`src/rtl/lsu_pkg.sv`:
```
// Shared types and decode helpers for the load/store sequencer.
package lsu_pkg;

   typedef enum logic [1:0] {
      ST_IDLE = 2'd0,
      ST_RD   = 2'd1,
      ST_WR   = 2'd2,
      ST_RESP = 2'd3
   } lsu_state_e;

   localparam logic [2:0] F3_B  = 3'b000;
   localparam logic [2:0] F3_H  = 3'b001;
   localparam logic [2:0] F3_W  = 3'b010;
   localparam logic [2:0] F3_D  = 3'b011;
   localparam logic [2:0] F3_BU = 3'b100;
   localparam logic [2:0] F3_HU = 3'b101;
   localparam logic [2:0] F3_WU = 3'b110;

   // funct3[1:0] encodes the access size for both loads and stores.
   function automatic logic access_err(input logic is_write, input logic [2:0] funct3,
                                       input logic [2:0] off);
      logic err;
      err = is_write ? funct3[2] : (funct3 == 3'b111);
      case (funct3[1:0])
         2'b01:   if (off[0] != 1'b0) err = 1'b1;
         2'b10:   if (off[1:0] != 2'b00) err = 1'b1;
         2'b11:   if (off != 3'b000) err = 1'b1;
         default: ;
      endcase
      return err;
   endfunction

endpackage

```
`src/rtl/lsu_align.sv`:
```
// Combinational byte-lane logic: load select/extend and sub-word store merge.
module lsu_align
   import lsu_pkg::*;
#(
   parameter int DATA_W = 64
) (
   input  logic [DATA_W-1:0] line,
   input  logic [DATA_W-1:0] wdata,
   input  logic [2:0]        funct3,
   input  logic [2:0]        off,
   output logic [DATA_W-1:0] ld_data,
   output logic [DATA_W-1:0] st_line
);

   logic [DATA_W-1:0] shifted;
   logic [DATA_W-1:0] size_mask;
   logic [DATA_W-1:0] ins_mask;
   logic              sign;

   always_comb begin
      shifted = line >> {off, 3'b000};
      case (funct3)
         F3_B, F3_BU: begin
            size_mask = {{(DATA_W-8){1'b0}}, 8'hFF};
            sign      = shifted[7];
         end
         F3_H, F3_HU: begin
            size_mask = {{(DATA_W-16){1'b0}}, 16'hFFFF};
            sign      = shifted[15];
         end
         F3_W, F3_WU: begin
            size_mask = {{(DATA_W-32){1'b0}}, 32'hFFFF_FFFF};
            sign      = shifted[31];
         end
         default: begin
            size_mask = {DATA_W{1'b1}};
            sign      = shifted[DATA_W-1];
         end
      endcase
      // Unsigned variants have funct3[2] set; their sign bit is ignored.
      ld_data  = (shifted & size_mask) | ((sign && !funct3[2]) ? ~size_mask : '0);
      ins_mask = size_mask << {off, 3'b000};
      st_line  = (line & ~ins_mask) | ((wdata & size_mask) << {off, 3'b000});
   end

endmodule

```
`src/rtl/load_store_unit.sv`:
```
// Load/store sequencer between EX and datamemory; one request in flight,
// sub-word stores done as read-modify-write.
//
// state   | meaning
// --------+-----------------------------------------------------------
// ST_IDLE | ready for a request
// ST_RD   | MemRead asserted, memory line captured at end of cycle
// ST_WR   | MemWrite asserted with merged line for one cycle
// ST_RESP | response presented, held until rsp_ready
module load_store_unit
   import lsu_pkg::*;
#(
   parameter int DM_ADDRESS = 9,
   parameter int DATA_W     = 64
) (
   input  logic                  clk,
   input  logic                  rst_n,
   input  logic                  req_valid,
   output logic                  req_ready,
   input  logic                  req_write,
   input  logic [2:0]            req_funct3,
   input  logic [DATA_W-1:0]     req_addr,
   input  logic [DATA_W-1:0]     req_wdata,
   output logic                  rsp_valid,
   input  logic                  rsp_ready,
   output logic [DATA_W-1:0]     rsp_rdata,
   output logic                  rsp_err,
   output logic                  MemRead,
   output logic                  MemWrite,
   output logic [DM_ADDRESS-1:0] a,
   output logic [DATA_W-1:0]     wd,
   input  logic [DATA_W-1:0]     rd
);

   lsu_state_e              state_q, state_d;
   logic                    write_q, write_d;
   logic [2:0]              funct3_q, funct3_d;
   logic [DM_ADDRESS+2:0]   addr_q, addr_d;
   logic [DATA_W-1:0]       wdata_q, wdata_d;
   logic [DATA_W-1:0]       line_q, line_d;
   logic                    err_q, err_d;
   logic [DATA_W-1:0]       ld_data;
   logic [DATA_W-1:0]       st_line;
   logic                    addr_unused;

   // Bytes above the memory depth alias onto the same lines.
   assign addr_unused = ^req_addr[DATA_W-1:DM_ADDRESS+3];

   assign req_ready = (state_q == ST_IDLE);

   always_comb begin
      state_d  = state_q;
      write_d  = write_q;
      funct3_d = funct3_q;
      addr_d   = addr_q;
      wdata_d  = wdata_q;
      line_d   = line_q;
      err_d    = err_q;
      case (state_q)
         ST_IDLE: begin
            if (req_valid) begin
               write_d  = req_write;
               funct3_d = req_funct3;
               addr_d   = req_addr[DM_ADDRESS+2:0];
               wdata_d  = req_wdata;
               err_d    = access_err(req_write, req_funct3, req_addr[2:0]);
               if (err_d)
                  state_d = ST_RESP;
               else if (req_write && req_funct3 == F3_D)
                  state_d = ST_WR;
               else
                  state_d = ST_RD;
            end
         end
         ST_RD: begin
            line_d  = rd;
            state_d = write_q ? ST_WR : ST_RESP;
         end
         ST_WR:   state_d = ST_RESP;
         ST_RESP: if (rsp_ready) state_d = ST_IDLE;
         default: state_d = ST_IDLE;
      endcase
   end

   always_ff @(posedge clk or negedge rst_n) begin
      if (!rst_n) begin
         state_q  <= ST_IDLE;
         write_q  <= 1'b0;
         funct3_q <= 3'b000;
         addr_q   <= '0;
         wdata_q  <= '0;
         line_q   <= '0;
         err_q    <= 1'b0;
      end else begin
         state_q  <= state_d;
         write_q  <= write_d;
         funct3_q <= funct3_d;
         addr_q   <= addr_d;
         wdata_q  <= wdata_d;
         line_q   <= line_d;
         err_q    <= err_d;
      end
   end

   lsu_align #(.DATA_W(DATA_W)) u_align (
      .line    (line_q),
      .wdata   (wdata_q),
      .funct3  (funct3_q),
      .off     (addr_q[2:0]),
      .ld_data (ld_data),
      .st_line (st_line)
   );

   // Memory-side and response outputs decode only from registered state.
   assign MemRead   = (state_q == ST_RD);
   assign MemWrite  = (state_q == ST_WR);
   assign a         = addr_q[DM_ADDRESS+2:3];
   assign wd        = (state_q == ST_WR) ? st_line : '0;
   assign rsp_valid = (state_q == ST_RESP);
   assign rsp_err   = (state_q == ST_RESP) && err_q;
   assign rsp_rdata = (state_q == ST_RESP && !err_q && !write_q) ? ld_data : '0;

endmodule

```
`config.mk`:
```
export PLATFORM = sky130hd
export DESIGN_NAME = load_store_unit
export DESIGN_NICKNAME = d
export VERILOG_FILES = /design/src/rtl/lsu_pkg.sv /design/src/rtl/lsu_align.sv /design/src/rtl/load_store_unit.sv
export SDC_FILE = /design/constraint.sdc
export NUM_CORES = 1
export LEC_CHECK = 0
export CAP_MARGIN = 10
export CORE_UTILIZATION = 43
export DETAILED_ROUTE_END_ITERATION = 7
export HOLD_SLACK_MARGIN = 0.06
export PLACE_DENSITY = 0.78
export SLEW_MARGIN = 0
export SYNTH_ARGS = -nofsm -noshare
export SYNTH_HDL_FRONTEND = slang
export SYNTH_SLANG_ARGS = --single-unit
```
`constraint.sdc`:
```
create_clock -name clk -period 2.55 [get_ports clk]
set_input_delay 0.51 -clock clk [delete_from_list [all_inputs] [get_ports clk]]
set_output_delay 0.51 -clock clk [all_outputs]
set_load 0.02 [all_outputs]
```
# Yosys cells after proc, flatten, opt, wreduce, memory -nomap -nowiden

Index checks and enable logic that the tools add are counted.

Memories kept: 0
Register bits after elaboration: 147
Memory bits (writable): 0
Latch bits: 0
Logic and storage cells: 67
Bits of input ports: 200
ROM bits: 0

Equal/unequal tests: 15
Mux-type cells: 18
Div/mod/pow operators: 0
Bitwise operators: 7
Reduce and logical (&&, ||, !) cells: 17
Shift operators: 3
Magnitude comparators: 0
Add/sub/neg operators: 0
$mul: 0

Operators with widths:

| cell                                                  | count |
|---|---|
| AND 64 bit                                            | 3 |
| two-way mux 64 bit                                    | 3 |
| case mux 64 bit (3 select lines)                      | 1 |
| inverter 64 bit                                       | 2 |
| OR 64 bit                                             | 2 |
| << shifter 64 x 6 -> 64 bit                           | 2 |
| right shift 64 x 6 -> 64 bit                          | 1 |
| equality test 3 bit, second input constant            | 4 |
| equality test 2 bit, second input constant            | 4 |
| two-way mux 2 bit                                     | 4 |
| case mux 2 bit (4 select lines)                       | 1 |
| two-way mux 1 bit                                     | 7 |
| equality test 3 x 2 -> 1 bit, second input constant   | 2 |
| case mux 1 bit (3 select lines)                       | 2 |
| OR reduction 2 bit                                    | 3 |
| logical AND 1 bit                                     | 5 |
| equality test 2 x 1 -> 1 bit, second input constant   | 2 |
| AND reduction 2 bit                                   | 2 |
| equality test 3 x 1 -> 1 bit, second input constant   | 1 |
| zero test 1 bit                                       | 3 |
| zero test 3 bit                                       | 1 |
| nonzero test 3 bit                                    | 1 |
| zero test 2 bit                                       | 1 |
| inequality test 2 x 1 -> 1 bit, second input constant | 1 |
| 2 further kinds                                       | 2 |

# Logic depth before layout (Yosys ltp)

Word-level depth: 9
Mapped depth: 9

# By module

From an unflattened synthesis, not the netlist that was laid out.

Cells, all modules: 1186
Area total of the unflattened synthesis: 11010.6 um^2

Modules (own cells, without submodules):

| module          | instances | seq. area each (um^2) | cells an instance | area each (um^2) |
|---|---|---|---|---|
| load_store_unit | 1         | 3678.5                | 490               | 6749.0 |
| lsu_align       | 1         | 0.0                   | 696               | 4261.6 |

# Least setup slack after synthesis

OpenSTA, ideal clock, no wires.

Path kind: register to output
Start point: register state_q[0]
End point: output rsp_rdata[39]
Arrival time: 2240 ps
Slack: -200 ps
Path buffers: 2
Stages on the path, launching flop included: 9
Path through: dfrtp_1 > ha_1 > or3b_1 > buf_2 > a211oi_2 > nand3_2 > o41ai_2 > buf_2 > o21bai_1

Cells in the longest elaborated chain, start to end: 4

RTL lines:

| what                            | line                   | source |
|---|---|---|
| start: declaration              | load_store_unit.sv:35  | `lsu_state_e state_q, state_d;` |
| start signal: assignment        | load_store_unit.sv:95  | `state_q <= state_d;` |
| equality test 2 bit             | --                     |  |
| via rsp_valid                   | load_store_unit.sv:24  | `output logic rsp_valid,` |
| logical AND 1 bit (2 in series) | load_store_unit.sv:121 | `assign rsp_rdata = (state_q == ST_RESP && !err_q && !write_q) ? ld_data : '0;` |
| two-way mux 64 bit              | load_store_unit.sv:121 |  |
| end: declaration                | load_store_unit.sv:26  | `output logic [DATA_W-1:0] rsp_rdata,` |

The timed path passes the listed nets, and every way through them passes these cells.

# Worst setup path after layout

Start point: register addr_q[0]
End point: output rsp_rdata[56]

Cells in the longest elaborated chain, start to end: 6
Elaborated cells between the ends (all ways): 7

RTL lines:

| what                            | line                   | source |
|---|---|---|
| start: declaration              | load_store_unit.sv:38  | `logic [DM_ADDRESS+2:0] addr_q, addr_d;` |
| start signal: assignment        | load_store_unit.sv:98  | `addr_q <= addr_d;` |
| right shift 64 x 6 -> 64 bit *  | lsu_align.sv:21        | `shifted = line >> {off, 3'b000};` |
| case mux 1 bit (3 select lines) | lsu_align.sv:22        | `case (funct3)` |
| logical AND 1 bit               | lsu_align.sv:41        | `ld_data = (shifted & size_mask) \| ((sign && !funct3[2]) ? ~size_mask : '0);` |
| two-way mux 64 bit              | lsu_align.sv:41        |  |
| OR 64 bit *                     | lsu_align.sv:41        |  |
| two-way mux 64 bit *            | load_store_unit.sv:121 |  |

Mark *: on every way between the ends. The rest lies on a longest branch, timed or not.

==> impl_metrics.ini <==
[detailed_routing]
postRouteAntennaNets = 0
dr.pass1.iters = 8
vias = 11640
via_per_inst = 5.963
drc = 0
wl_per_cell_um = 23.93
wirelength_mm = 46.71
drt_iter0_markers = 1459

[sta]
setup_slack_ps = -669.0
drv_slew = 0
hold_viol_final = 0
fmax_mhz = 310.7
tns_ps = -57430
tightest_slew_ps = 567.5
slew_headroom_pct = 62.17
period_needed_ps = 3219
setup_violations = 128
hold_slack_ps = 511.5
rsz0062_at_grt = true
finClkSkew_ps = 9.554
period_share_pct = 126.2

[power]
powerDensity_nw_per_um2 = 1627
peakVddDrop_uv = 740.1
p_leak_nw = 7.541

[cells_and_area]
fin_nets = 1819
final_util_pct = 71.39
area_delta_synth_final_pct = 63.66
antenna_cells = 0
drive_gt1_share_pct = 48.28

[synth]
synthCells = 1155
async_reset_ff_share_pct = 100.0
yosysSeqAreaShare_pct = 34.78
synth_common_cells = mux2_2 (186), dfrtp_1 (147), nand2_1 (146), o21ai_0 (114), clkbuf_1 (62)
yosysTopAreaCellShare_pct = 34.78
netlist_area_um2 = 10580
yosys.area.top_type = dfrtp_1
synth_area_leaders = dfrtp_1 (35%), mux2_2 (20%), o21ai_0 (5.4%)
yosysUniqueCellTypes = 63
yosysWarnings = 0
synth-edff-count = 0
ys_ff_latch = 147
yosysMostFrequentCell = mux2_2
post_synth.cell_area_avg_um2 = 9.158
synthFlopType = dfrtp_1
syn_nets = 1359

[setup_path]
cp.required_ps = 2040
worstPathArrival_ps = 2710
crit_type = reg2out
crit_path_max_fanout = 7
cp-end-kind = output port
cp-start-kind = flip-flop

[clocking]
cts_made_buffers = 17
clk_latency_ps = 440
cts_buffer_depth = 2
cts-htree-levels = 4
cts_sinks = 147
cts_root_buffer = clkbuf_16
path_clk_slew_ps = 70
cts_tree = built

[die]
dieArea_um2 = 25230
initial_utilization_pct = 43.62
fp.coreArea_um2 = 24250
die_w_um = 158.8
dieHeight_um = 158.8
io_pins = 342
rows = 57

[placement]
place_congestion = 0.9750
port_buffers = 289
dp_hpwl_mm = 34.18

[outcome]
status = finished, violations left
violations = negative setup slack

[hold_path]
holdCritPathClass = reg2reg

[grt]
grt_max_degree = 73
grt.overflow.total = 0
grt.total_usage_pct = 35.47
antenna_found_initial = 0
first_global_vias = 11190
grt_pass1_wl_mm = 67.70

[flow_run]
cap_violations = 0
==> per-layer routing <==
layer	GRT usage, %	wire length [um]
met4	16.33	2277
met5	0	0
met2	56.84	21600
met3	5.146	4190
met1	47.21	18640
==> metrics by stage <==
stage / setup WS (ps) / power (W) / area, um2 / cells
after floorplan: -29.95 / 0.01375 / 10610 / 1155
after global placement: -552.4 / 0.02174 / 15240 / 1874
after detailed placement: -551.5 / 0.02191 / 15240 / 1874
after CTS: -629.3 / 0.02579 / 16340 / 1927
after global routing: -725.2 / 0.02923 / 17310 / 1952
final: -669.0 / 0.02817 / 17310 / 1952
==> sequential cells by signal, indices dropped and copies added, names as in the netlist <==
name,count
funct3_q,3
write_q,1
err_q,1
state_q,2
line_q,64
addr_q,12
wdata_q,64
==> cell usage in the layout, fill, tap and decap left out, types with 6 or more instances in the layout <==
master / synthesis / routed
inv_1: 14 / 14
mux2_2: 186 / 180
o211ai_1: 16 / 16
mux2_4: 0 / 7
or2_1: 8 / 7
clkdlybuf4s15_2: 0 / 11
a22oi_2: 0 / 14
a21boi_2: 0 / 18
buf_12: 0 / 21
buf_6: 2 / 69
a21o_1: 24 / 22
a22oi_1: 26 / 12
o21ai_0: 114 / 59
a31oi_1: 14 / 6
o221a_2: 7 / 7
inv_6: 0 / 6
mux2i_4: 0 / 9
o21a_1: 8 / 8
o21ai_1: 14 / 36
nand3_1: 21 / 19
buf_8: 0 / 6
nand2_1: 146 / 136
a22o_1: 9 / 9
nor2_1: 38 / 32
buf_4: 19 / 267
and2_1: 22 / 17
o2bb2ai_1: 8 / 7
mux2i_2: 0 / 6
a21oi_2: 2 / 15
a21oi_1: 54 / 40
clkbuf_16: 0 / 18
clkdlybuf4s50_1: 0 / 160
dfrtp_1: 147 / 142
o21ai_2: 0 / 23
mux2i_1: 53 / 38
a21boi_0: 8 / 7
nor2b_1: 10 / 9
o21ai_4: 0 / 10
==> cell type report <==
type                            count  area [um2]
Sequential cell                   147        3690
Fill cell                        1794        6937
Inverter                           15       58.81
Timing Repair Buffer              553        5240
Tap cell                          324       405.4
Clock inverter                     15       183.9
Multi-Input combinational cell    881        7308
Clock buffer                       17       425.4
==> path summary, 6_finish.rpt <==
check	from	endpoint	slack, ps	cells after the start
setup / recovery	addr_q[0]	rsp_rdata[56]	-670	8
hold / removal	addr_q[5]	addr_q[5]	510	1
setup reg to reg	state_q[0]	wdata_q[2]	460	7
hold reg to reg	addr_q[5]	addr_q[5]	510	1
max in group asynchronous	rst_n	line_q[59]	1160	3
min in group asynchronous	rst_n	line_q[0]	620	2
==> kinds of logic after synthesis <==
kind of cell    Yosys count  synth area share, %
compound gates          366                22.63
fa+ha+maj                 4               0.4732
buf+inv                 129                5.595
flops                   147                34.78
mux                     242                25.14
simple gates            267                11.39
==> what timing repair did <==
action,CTS,global route
hold buffers,1,0
cloned,3,3
endpoints found under the setup margin,130,128
resized for setup,656,303
pin swaps,25,62
endpoints found under the hold margin,40,0
setup buffers,19,28
==> report_power, final <==
part / total (W) / switching (W) / leakage (nW) / internal [W]
logic: 0.0205 / 0.0107 / 5.51 / 0.00972
clock network: 0.00271 / 0.00122 / 0.304 / 0.00149
registers: 0.00500 / 0.00144 / 1.73 / 0.00356
==> worst max-delay path, cell delays in order, from the launching register on <==
cell	delay (ps)
dfrtp_4	530
buf_12	160
mux2i_4	190
a2bb2oi_2	150
a2111o_1	520
buf_4	200
o31a_1	180
a21oi_2	190
buf_4	150
No activity file was read; power rests on OpenSTA's default activity.
==> variant 1 (same settings) <==
Reset style: synchronous (`rst_n`), changed in one clocked block.
--- a/src/rtl/load_store_unit.sv
+++ b/src/rtl/load_store_unit.sv
@@ -83,5 +83,5 @@
    end
 
-   always_ff @(posedge clk or negedge rst_n) begin
+   always_ff @(posedge clk) begin
       if (!rst_n) begin
          state_q  <= ST_IDLE;
Formal check against the unedited RTL: differs if rst_n is asserted again (counterexample within 4 cycles, from zero or initial values and one cycle with rst_n low); with rst_n held inactive, the same outputs for 4 cycles.
==> variant 1 against the unedited design <==
The flow still finishes with violations (negative setup slack); routed wire length grew 8.2%; sequential cell count is the same; first-iteration DRC count grew 9.1%; final area grew 1.9%; utilization grew 3.1 points; setup slack gained 0.19 ns; synthesized area shrank 0.86%; critical path type unchanged.
Power is not compared: it rests on default switching activity, and its combinational part moved more than twofold at a synthesized area within 25%.
==> variant 1: results (changes against the unedited design) <==
stage,metric,value,unit,change
global_route,first-pass GRT wire length,70400,um,was 67700 um
drt,total number of vias,13100,,was 11600
sta,worst setup slack after layout,-0.479,ns,was -0.669 ns
status,violations in the final reports,negative setup slack,,unchanged
min_path,hold-critical path endpoint,addr_q[11]$_SDFFE_PN0P_,,was addr_q[5]$_DFFE_PN0P_
critical_path,worst setup path end,rsp_rdata[24],,was rsp_rdata[56]
critical_path,worst setup path start,addr_q[0]$_SDFFE_PN0P_,,was addr_q[0]$_DFFE_PN0P_
min_path,Hold Path Stages,2,,was 1
yosys,primary flip-flop cell chosen by synthesis mapping,dfxtp_1,,was dfrtp_1
yosys,area fraction of the dominant cell type after synthesis,0.281,,was 0.348
yosys,commonest cells in the synthesized netlist,"nand2_1, dfxtp_1, mux2i_1",,"was mux2_2, dfrtp_1, nand2_1"
placed_design,HPWL Detailed,35200,um,was 34200 um
global_route,maximum number of pins on one net before global-route repair,75,,was 73
drt,DRT Pass-1 Iters,6,,was 8
status,status,"complete, but fails checks",,unchanged
global_route,global routing usage summed across all routing layers,0.377,,was 0.355
yosys,Syn Area/Cell,7.69,um^2,was 9.16 um^2
placed_design,cell area reported after detailed placement,15000,um^2,was 15200 um^2
layout,fill cell instance count of the final layout,1719,,was 1794
sta,final clock skew,0.00936,ns,was 0.00955 ns
critical_path,maximum fanout along the worst path,10,,was 7
critical_path,worst reg2reg endpoint,addr_q[0]$_SDFFE_PN0P_,,was wdata_q[2]$_DFFE_PN0P_
drt,Wirelength per Cell,23.6,um,was 23.9 um
sta,Finish-stage setup viols,125,,was 128
drt,overall routed net length,50500,um,was 46700 um
placed_design,RD Place Congestion,0.994,,was 0.975
## variant 1: changes by cell type in the layout (fill, tap and decap cells not counted), sizes merged, moves of 67 or more
cell   unedited run  this run
dfrtp           147         0
dfxtp             0       147
mux2            189        29
mux2i            53       120
nand2           146       291
o21ai           128        40
## variant 1: worst max-delay path: cells and delay by family, from the launching register on
kind / cells / cell delay, ns
flops: 1 / 0.39
mux: 1 / 0.13
simple gates: 1 / 0.13
compound gates: 3 / 0.77
buf+inv: 4 / 0.64
## variant 1: layer usage
metal	part of all wire	global-route usage	up-vias
met5	0	0	-
met3	0.099	0.0766	274
li1	-	-	5699
met1	0.37	0.453	6148
met4	0.073	0.255	0
met2	0.46	0.606	942
## variant 1: logic make-up (layout without fill, tap and decap cells)
| logic type | Yosys count | in the layout | synth area share |
|---|---|---|---|
| AOI/OAI and AO/OA | 397 | 397 | 0.263 |
| adders and majority gates | 4 | 4 | 0.00477 |
| DFF | 147 | 147 | 0.281 |
| muxes | 162 | 162 | 0.174 |
| and+or+nand+nor | 503 | 503 | 0.212 |
| buffers and inverters | 151 | 606 | 0.0665 |
## variant 1: repair_timing
item                                    CTS  global route
hold endpoints to repair                  0             0
pin swaps                                44            46
endpoints found under the setup margin  128           128
gates resized for setup                 837           242
cloned                                    4             5
setup buffers                            35            18
## variant 1: per-stage QoR
stage                     setup WS (ns)  utilization
after floorplan                  0.0113            -
after global placement           -0.488        0.633
after detailed placement         -0.558        0.633
final                            -0.479        0.745
after global routing             -0.516        0.745
after CTS                        -0.419        0.701
## variant 1: layout make-up
type	count	area, um^2	area share
Multi-Input combinational cell	1066	8270	0.469
Sequential cell	147	2960	0.168
Clock inverter	12	156	0.00886
Timing Repair Buffer	558	5340	0.303
Clock buffer	19	443	0.0251
Tap cell	319	399	0.0226
Inverter	17	75.1	0.00425
==> variant 2 (same flow settings) <==
Made on the original files. `DATA_W` is set to 64 in 2 places; all go to 72.
--- a/src/rtl/lsu_align.sv
+++ b/src/rtl/lsu_align.sv
@@ -3,5 +3,5 @@
    import lsu_pkg::*;
 #(
-   parameter int DATA_W = 64
+   parameter int DATA_W = 72
 ) (
    input  logic [DATA_W-1:0] line,
--- a/src/rtl/load_store_unit.sv
+++ b/src/rtl/load_store_unit.sv
@@ -12,5 +12,5 @@
 #(
    parameter int DM_ADDRESS = 9,
-   parameter int DATA_W     = 64
+   parameter int DATA_W     = 72
 ) (
    input  logic                  clk,
Ports: changed (5 resized); port bits go from 342 to 382. The function was not compared with the original's and may differ.
==> variant 2 against the unedited design <==
The run ends with design-rule violations, negative setup slack left; routed wire length up 24%; critical path depth rose by 3; hold slack worse by 0.0055 ns; sequential cell count up 16; final area grew 16%; setup slack worse by 0.29 ns; power up 19%; synthesized area grew 8.9%; highest routed layer unchanged.
==> variant 2: results (changes against the unedited design) <==
stage,metric,value,unit,change
layout,largest registers,"line_q x72, wdata_q x72, addr_q x12",,"was line_q x64, wdata_q x64, addr_q x12"
clocking,number of gates resized after CTS,992,,was 656
layout,non-clock buffer area fraction after layout,0.325,,was 0.303
yosys,share of the yosys chip area belonging to registers,0.354,,was 0.348
yosys,library cells used by synthesis,52,,was 63
layout,clk_buf instances,19,,was 17
yosys,Post-Synthesis Cells,1208,,was 1155
status,status,"complete, but fails checks",,unchanged
layout,fraction of final layout cells with drive strength greater than 1,0.567,,was 0.483
clocking,buffer type at the clock tree root,clkbuf_16,,unchanged
layout,share of the final layout cell area in sequential cells,0.204,,was 0.213
clocking,Hold Buf Count CTS,1,,unchanged
layout,fill cell instance count of the final layout,1692,,was 1794
drt,met2 layer wire length in the routed design,26700,um,was 21600 um
global_route,first-pass GRT wire length,83300,um,was 67700 um
critical_path,delay contributed by the slowest stage of the critical path,0.55,ns,was 0.53 ns
placed_design,number of port buffers,321,,was 289
drt,DRC violation count after routing,46,,was 0
global_route,maximum number of pins on one net before global-route repair,74,,was 73
sta,worst setup slack after layout,-0.961,ns,was -0.669 ns
placed_design,cell area reported after detailed placement,16900,um^2,was 15200 um^2
status,violations in the final reports,"design-rule violations, negative setup slack",,was negative setup slack
sta,Finish-stage setup viols,144,,was 128
power_and_ir_drop,VDD IR max,0.710,mV,was 0.740 mV
drt,overall routed net length,57800,um,was 46700 um
layout,non-clock buffer instance count of the final layout,677,,was 553
layout,Total Nets Final,2016,,was 1819
critical_path,maximum fanout along the worst path,8,,was 7
global_route,global-route met2 utilization,0.657,,was 0.568
sta,Max-slew headroom,0.610,,was 0.622
yosys,commonest cells in the synthesized netlist,"mux2_2, dfrtp_1, nand2_1",,unchanged
clocking,number of buffers inserted to repair setup after CTS,59,,was 19
critical_path,Worst EP arrival,3.00,ns,was 2.71 ns
global_route,via count of the first global-routing pass,13400,,was 11200
layout,proportion of cell area spent on the clock network,0.0290,,was 0.0352
yosys,Seq cells post-synth,163,,was 147
sta,final clock skew,0.0164,ns,was 0.00955 ns
power_and_ir_drop,cell area power density,1680,nW/um^2,was 1630 nW/um^2
layout,count of multi-input combinational gates,918,,was 881
yosys,area fraction of the dominant cell type after synthesis,0.354,,was 0.348
drt,total length of routed met3 wires,5370,um,was 4190 um
drt,DRC marker count from the first detailed-route iteration,1938,,was 1459
placed_design,RD Place Congestion,0.996,,was 0.975
global_route,global routing usage summed across all routing layers,0.403,,was 0.355
placed_design,HPWL Detailed,40900,um,was 34200 um
power_and_ir_drop,standby leakage power,8.48,nW,was 7.54 nW
layout,inverter count of the layout excluding clock inverters,11,,was 15
drt,vias per std cell,6.34,,was 5.96
yosys,Syn Area/Cell,9.54,um^2,was 9.16 um^2
layout,count of inserted antenna diode cells,0,,unchanged
critical_path,"Largest delay share family, worst path",buffers and inverters,,was compound AO/OA/AOI/OAI gates
-- variant 2: cells by family after synthesis --
| logic type | after synthesis | synth area share |
|---|---|---|
| flops | 163 | 0.354 |
| mux | 260 | 0.270 |
| buf+inv | 127 | 0.0502 |
| simple gates | 328 | 0.131 |
| compound gates | 326 | 0.191 |
| fa+ha+maj | 4 | 0.00434 |
-- variant 2: per-stage QoR --
| step | instances | power (mW) | hold slack [ns] | setup WS [ns] | TNS (ns) |
|---|---|---|---|---|---|
| floorplan | 1208 | 15.3 | 0.214 | 0.00598 | 0 |
| global placement | 2019 | 24.6 | 0.487 | -0.824 | -70.88 |
| detailed placement | 2019 | 24.8 | 0.492 | -0.822 | -74.21 |
| CTS | 2116 | 30.6 | 0.509 | -0.773 | -66.90 |
| global route | 2136 | 34.5 | 0.519 | -1.17 | -97.70 |
| finish | 2136 | 33.6 | 0.506 | -0.961 | -87.33 |
-- variant 2: report_power, final --
part           internal [mW]  switching [mW]  leakage (nW)  total, mW
combinational           12.1            13.1          6.30       25.2
clock                   1.41            1.31         0.277       2.72
sequential              3.95            1.79          1.91       5.74
-- variant 2: worst paths after layout --
check                                        from                       to  slack [ns]  cells past startpoint
max                         addr_q[0]$_DFFE_PN0P_            rsp_rdata[62]       -0.96                     11
min                         addr_q[3]$_DFFE_PN0P_    addr_q[3]$_DFFE_PN0P_        0.51                      1
max reg2reg                state_q[0]$_DFFE_PN0P_  wdata_q[46]$_DFFE_PN0P_        0.55                      6
min reg2reg                 addr_q[3]$_DFFE_PN0P_    addr_q[3]$_DFFE_PN0P_        0.51                      1
max in group asynchronous                   rst_n  wdata_q[24]$_DFFE_PN0P_        1.20                      3
min in group asynchronous                   rst_n   line_q[21]$_DFFE_PN0P_        0.60                      2
